<file path="src/rtl/row_clear.sv">
// Removes one completed row from a latched board copy, shifting rows above it down and zeroing row 0.
// Latency: update_valid strobes R+1 edges after the capture edge for row R (plus any paused cycles).
// Backpressure: pause freezes all state; busy holds the upstream scanner while a clear is in progress.
module row_clear #(
  parameter int BLOCK_WIDTH   = 10,
  parameter int BLOCK_HEIGHT  = 20,
  parameter int Y_POS_IN_BITS = 5,
  parameter int LINES_BITS    = 16
) (
  input  logic                                clk,
  input  logic                                rst_n,
  input  logic                                pause,
  input  logic [BLOCK_WIDTH*BLOCK_HEIGHT-1:0] placed_tetrominos,
  input  logic [Y_POS_IN_BITS-1:0]            row,
  input  logic                                enabled,
  output logic                                busy,
  output logic                                update_valid,
  output logic [BLOCK_WIDTH*BLOCK_HEIGHT-1:0] cleared_board,
  output logic [LINES_BITS-1:0]               lines_cleared
);

  localparam int BW = BLOCK_WIDTH * BLOCK_HEIGHT;

  typedef enum logic [1:0] {IDLE, SHIFT, CLEAR_TOP, DONE} state_t;

  state_t                   state, state_nxt;
  logic [Y_POS_IN_BITS-1:0] cur;
  logic [BW-1:0]            shifted;
  logic                     capture;

  assign capture = enabled && !pause && (int'(row) < BLOCK_HEIGHT);

  always_ff @(posedge clk or negedge rst_n) begin
    if (!rst_n) state <= IDLE;
    else        state <= state_nxt;
  end

  always_comb begin
    state_nxt    = state;
    busy         = (state != IDLE);
    update_valid = 1'b0;
    case (state)
      IDLE:      if (capture) state_nxt = (row != '0) ? SHIFT : CLEAR_TOP;
      SHIFT:     if (!pause && cur == Y_POS_IN_BITS'(1)) state_nxt = CLEAR_TOP;
      CLEAR_TOP: if (!pause) state_nxt = DONE;
      DONE: begin
        if (!pause) begin
          update_valid = 1'b1;
          state_nxt    = IDLE;
        end
      end
      default:   state_nxt = IDLE;
    endcase
  end

  // Row cur takes the contents of the row directly above it.
  always_comb begin
    shifted = cleared_board;
    for (int r = 1; r < BLOCK_HEIGHT; r++) begin
      if (int'(cur) == r) shifted[r*BLOCK_WIDTH +: BLOCK_WIDTH] = cleared_board[(r-1)*BLOCK_WIDTH +: BLOCK_WIDTH];
    end
  end

  always_ff @(posedge clk or negedge rst_n) begin
    if (!rst_n) begin
      cur           <= '0;
      cleared_board <= '0;
      lines_cleared <= '0;
    end else begin
      case (state)
        IDLE: begin
          if (capture) begin
            cleared_board <= placed_tetrominos;
            cur           <= row;
          end
        end
        SHIFT: begin
          if (!pause) begin
            cleared_board <= shifted;
            cur           <= cur - Y_POS_IN_BITS'(1);
          end
        end
        CLEAR_TOP: if (!pause) cleared_board[BLOCK_WIDTH-1:0] <= '0;
        DONE:      if (!pause) lines_cleared <= lines_cleared + LINES_BITS'(1);
        default: ;
      endcase
    end
  end

endmodule

</file>
<file path="config.mk">
export PLATFORM = sky130hd
export DESIGN_NAME = row_clear
export DESIGN_NICKNAME = d
export VERILOG_FILES = /design/src/rtl/row_clear.sv
export SDC_FILE = /design/constraint.sdc
export NUM_CORES = 1
export LEC_CHECK = 0
export ABC_CLOCK_PERIOD_IN_PS = 2900
export BUFFER_PORTS_ARGS = -buffer_cell sky130_fd_sc_hd__buf_2
export CAP_MARGIN = 20
export CORE_AREA = 5 5 163 165
export CTS_BUF_LIST = sky130_fd_sc_hd__clkbuf_4
export DETAILED_ROUTE_END_ITERATION = 8
export DIE_AREA = 0 0 168 170
export GPL_TIMING_DRIVEN = 0
export PLACE_DENSITY = 0.79
export SLEW_MARGIN = 20
export SYNTH_ARGS = -nofsm -noshare
export SYNTH_HDL_FRONTEND = slang
export SYNTH_SLANG_ARGS = --single-unit
</file>
<file path="constraint.sdc">
create_clock -name clk -period 2.9 [get_ports clk]
set_input_delay 0.145 -clock clk [delete_from_list [all_inputs] [get_ports clk]]
set_output_delay 0.145 -clock clk [all_outputs]
set_load 0.05 [all_outputs]
</file>
* Yosys cells after proc, flatten, opt, wreduce, memory -nomap -nowiden
Index checks and enable logic that the tools add are counted.
Word-level totals: logic and storage cells 142, output and inout bits 218, bits of input ports 209, bits in registers 223
Operators by class: reduce and logical (&&, ||, !) cells 32, add/sub/neg operators 2, equal/unequal tests 47, $lt $le $gt $ge 1, bitwise gates (word level) 2, mux-type cells 35
Operators with widths (number):
- $mux W200 | 2
- $pmux W190 S2 | 1
- $mux W10 | 20
- $reduce_and A4 Y1 | 21
- $eq A5 B5 Y1 const B | 12
- $ne A2 B2 Y1 const B | 24
- $pmux W10 S3 | 1
- $eq A5 B4 Y1 const B | 4
- $add A16 B1 Y16 const B | 1
- $eq A5 B3 Y1 const B | 2
- $mux W2 | 5
- $mux W5 | 2
- $pmux W5 S2 | 1
- $pmux W2 S4 | 1
- $reduce_bool A2 Y1 | 3
- $eq A5 B1 Y1 const B | 1
- $eq A5 B2 Y1 const B | 1
- $lt A5 B5 Y1 const B | 1
- $reduce_bool A5 Y1 | 1
- $sub A5 B1 Y5 const B | 1
- $eq A2 B2 Y1 const B | 2
- $logic_and A1 B1 Y1 | 3
- $reduce_and A3 Y1 | 1
- $eq A2 B1 Y1 const B | 1
- other kinds (5) | 7

* Depth between registers and ports, before layout
depth in word-level cells 5, depth in mapped cells 9, gate-level depth less buffers 6

* Least setup slack after synthesis
OpenSTA, ideal clock, no wires.
path kind flip-flop to flip-flop, start point register state[0], end point register cleared_board[0], arrival 2159 ps, clock period less this slack 2284 ps, path buffers 1, path slack 616 ps, data required time 2775 ps, library setup time 125 ps, stages on the path, launching flop included 8, cells stage by stage dfrtp_1 -> inv_1 -> ha_1 -> inv_2 -> o21ai_1 -> buf_6 -> a2111oi_4 -> mux2_2
On the way: cells in the longest elaborated chain, start to end 3, elaborated cells on any way between the ends 9, those cells by class 4 x eq/ne; 1 x mux; 1 x bitwise; 3 x reduce/logical
RTL lines:
- from (decl) | RTL line 26 | state_t state, state_nxt;
- from (signal assigned) | RTL line 35 | else state <= state_nxt;
- $eq A2 B2 Y1, or another cell as far along | RTL line 70 | case (state)
- $ne A2 B2 Y1 (no source line), or another cell as far along
- $reduce_and A4 Y1 (no source line)
- to (signal assigned) | RTL line 73 | cleared_board <= placed_tetrominos;
- to (signal assigned) | RTL line 79 | cleared_board <= shifted;
- to (decl) | RTL line 18 | output logic [BLOCK_WIDTH*BLOCK_HEIGHT-1:0] cleared_board,
Several ways; a longest one is shown, not always the timed one. A chain may end at the register's enable or synchronous reset.

* Worst setup path after layout
start point register state[1], end point register cleared_board[25]
On the way: cells in the longest elaborated chain, start to end 3, elaborated cells on any way between the ends 8, those cells by class 4 x eq/ne; 1 x mux; 3 x reduce/logical
RTL lines (RTL line):
- $eq A2 B1 Y1 / $logic_not A2 Y1 (equally long branches) | 70
- $ne A2 B2 Y1 (no source line) / $reduce_bool A2 Y1 (equally long branches)
- $reduce_and A4 Y1 (no source line)
Several ways; a longest one is shown, not always the timed one.

==> results.py <==
metrics = {
    "setup_path": {
        "critPathMaxFanout": 10,
        "timing.setup.critical_path_class": "reg -> reg",
        "critical_path_buf_inv_count": 5,
        "timing.critical_path.from_type": "flip-flop",
        "crit_chain": "inv_1, ha_1, buf_2, buf_4, buf_2, clkbuf_1, mux2_2, mux2_2",
        "cp_data_arrival_time_ns": 3.28,
        "top_delay_family_on_crit_path": "buffers and inverters",
        "max_stage_delay_ns": 0.61,
        "cp_slowest_cell": "sky130_fd_sc_hd__clkbuf_1",
        "timing.critical_path.to_type": "flip-flop",
        "critPathRequiredTime_ns": 3.43,
    },
    "die": {
        "overall_die_area_mm2": 0.0286,
        "die_h_um": 170,
        "io-pin-count": 427,
        "initial_core_util_pct": 44.7,
        "die-width_um": 168,
        "placement_rows": 58,
        "total_core_area_mm2": 0.0249,
    },
    "placed_design": {
        "finalWeightedCongestion": 0.931,
        "port-buffer-count": 426,
        "dp_worst_setup_slack_ns": 0.0816,
        "numPlacedInstances": 1681,
        "dpl.hpwl_um": 29600,
    },
    "clock_network": {
        "clk_latency_ns": 0.67,
        "cts_tree": "done",
        "clock_tree.root_cell": "sky130_fd_sc_hd__clkbuf_4",
        "max-clock-path-buffers": 3,
        "cts_setup_buffers": 0,
        "cts_made_buffers": 61,
        "numClockSinks": 223,
        "cts.reportedPaths.clkPinSlew_ns": 0.07,
        "cts.htree.levels": 2,
    },
    "global_routing": {
        "antenna_found_initial": 6,
        "grt-busiest-layer": "met2",
        "via_count_of_the_first_global_routing_pass": 12017,
        "met2_layer_usage_reported_by_global_route_pct": 51.8,
        "grt_overflow_total": 0,
        "groute.usage.overall_pct": 30.1,
        "globalRouteMet3Util_pct": 7.39,
        "wire_length_of_the_first_global_routing_pass_um": 67500,
        "groute.layer.met1.usage_pct": 34.4,
        "grt_max_degree": 98,
    },
    "pwr": {
        "share_clk_of_total_power_pct": 12.1,
        "cellInternalPower_uw": 10300,
        "cellPowerDensity_mw_per_mm2": 1350,
        "p_switching_uw": 12200,
        "ir_drop_mv": 1.08,
        "share_seq_of_total_power_pct": 26.4,
        "comb_power_share_pct": 61.5,
        "switching_fraction_pct": 54.1,
        "post-layout-total-power_uw": 22500,
        "p_leak_uw": 0.00786,
    },
    "routing": {
        "antenna_violating_nets_post_route": 0,
        "vias": 10995,
        "post_drt_via_cell_ratio": 5.49,
        "remaining_drc_errors": 0,
        "number_of_detailed_route_iterations_in_the_first_pass": 5,
        "postRouteWirelength_um": 44700,
        "first_iter_violations": 599,
        "wl_per_cell_um": 22.3,
    },
    "yosys": {
        "synthDistinctLibCells": 49,
        "synth_async_sr_flop_share_pct": 100,
        "postSynthAreaPerCell_um2": 12.1,
        "postSynth.topFlopCell": "sky130_fd_sc_hd__dfrtp_1",
        "yosysWarnings": 0,
        "synth-edff-count": 0,
        "synthesis.nets": 1141,
        "synth_area_mm2": 0.0111,
        "ys_ff_latch": 223,
        "syn_inst": 923,
        "synth_sequential_area_ratio_pct": 50.1,
    },
    "timing": {
        "period_needed_ns": 2.75,
        "timing.clock.skew_ns": 0.0300,
        "worst_max_slew_pin_slew_ns": 1.03,
        "timing.slew.headroom_pct": 31.3,
        "timing_max_transition_violations_final": 0,
        "report.final.hold_viol_count": 0,
        "timing.final.crit_share_pct": 94.8,
        "worst_slack_ns": 0.151,
        "finalSetupTns_ns": 0,
        "hold_ws_ns": 0.296,
        "final_setup_fails": 0,
        "timing.fmax_mhz": 364,
    },
    "worst_hold_path": {
        "worst_hold_path_type": "in -> reg",
    },
    "final_layout": {
        "ratio_of_cells_with_drive_above_1_in_the_final_layout_pct": 46.8,
        "layout.cells.most_common": "sky130_fd_sc_hd__buf_2",
        "final.fill_count": 1815,
        "final_cell_count_no_fill": 2004,
        "layout-area-overhead-vs-synth_pct": 49.0,
        "nNetsFinal": 1841,
        "top_library_cells_by_usage_in_the_layout_fill_and_taps_aside": "440 x sky130_fd_sc_hd__buf_2, 223 x sky130_fd_sc_hd__dfrtp_1, 213 x sky130_fd_sc_hd__mux2_2",
    },
    "status": {
        "run_status": "finished, final reports clean",
    },
    "flow_run": {
        "timing.max_cap.violations": 0,
    },
}
## cell type report
cell class | count | area [µm²] | share of cell area [%]
clock inverter | 16 | 63.8 | 0.385
inverter | 7 | 26.3 | 0.158
timing repair buffer | 637 | 4300 | 25.9
antenna | 11 | 27.5 | 0.166
clock buffer | 87 | 653 | 3.94
tap | 330 | 413 | 2.49
sequential | 223 | 5580 | 33.6
multi-input combinational | 629 | 5250 | 31.6
buffer | 64 | 280 | 1.69
## per-stage QoR
step / instance area (µm²) / util, %
floorplan: 11100 / -
global placement: 13700 / 55.0
detailed placement: 13700 / 55.2
CTS: 16600 / 66.5
global route: 16600 / 66.6
finish: 16600 / 66.7
## state kept, by name, indices dropped and copies added, names as in the netlist
name / flops
state: 2
cur: 5
cleared_board: 200
lines_cleared: 16
## cell usage after synthesis, drive strengths merged (3+ instances only)
master	count	area share (%)
clkbuf	42	1.4
o21ai	186	8.4
nand3	7	0.31
nor2	7	0.26
nor4b	4	0.31
nand2b	3	0.17
nand4	7	0.39
dfrtp	223	50
or2	10	0.56
mux2	213	22
nor3	4	0.18
nand2	14	0.47
nor2b	18	1.0
buf	22	1.1
ha	9	1.0
xor2	4	0.31
a21oi	13	1.1
a31oi	6	0.34
mux2i	90	8.1
xnor2	11	0.87
inv	7	0.24
## path summary, 6_finish.rpt
check	to	cells after the start	start	slack, ns
min in group asynchronous	cur[3]	4	rst_n	0.59
max in group asynchronous	cleared_board[176]	4	rst_n	1.80
min	cleared_board[118]	4	placed_tetrominos[118]	0.30
max	cleared_board[25]	8	state[1]	0.15
max reg2reg	cleared_board[25]	8	state[1]	0.15
min reg2reg	lines_cleared[15]	1	lines_cleared[15]	0.48
## power groups by stage
stage               clock network [µW]  registers [µW]  logic (µW)
floorplan                            0           10200        5200
global placement                     0            5790       13100
detailed placement                   0            5860       13400
CTS                               2760            5830       13600
global route                      2940            6080       14500
finish                            2720            5940       13800
## worst min-delay path, delay by kind of cell
family	cells	cell delay, ns
multiplexers	1	0.05
AO/OA/AOI/OAI	1	0.13
buffers and inverters	2	0.60
## repair_timing
action / CTS / global route
hold buffers: 209 / 0
hold endpoints to repair: 429 / 0
resized for setup: 0 / 6
setup endpoints to repair: 0 / 19
## layer usage
metal,vias up,part of all wire (%)
li1,4795,-
met1,5382,38
met2,614,50
met3,204,6.8
met4,0,5.9
met5,-,0
## kinds of logic after synthesis
logic type	count (synthesis)	share of synthesized area (%)
multiplexers	303	29.6
flip-flops	223	50.1
AO/OA/AOI/OAI	215	10.7
AND/OR/NAND/NOR	87	4.61
buffers and inverters	71	2.73
XOR/XNOR	15	1.18
adder cells (fa/ha/maj)	9	1.01
Note: power is estimated with default switching activity, not from simulation.
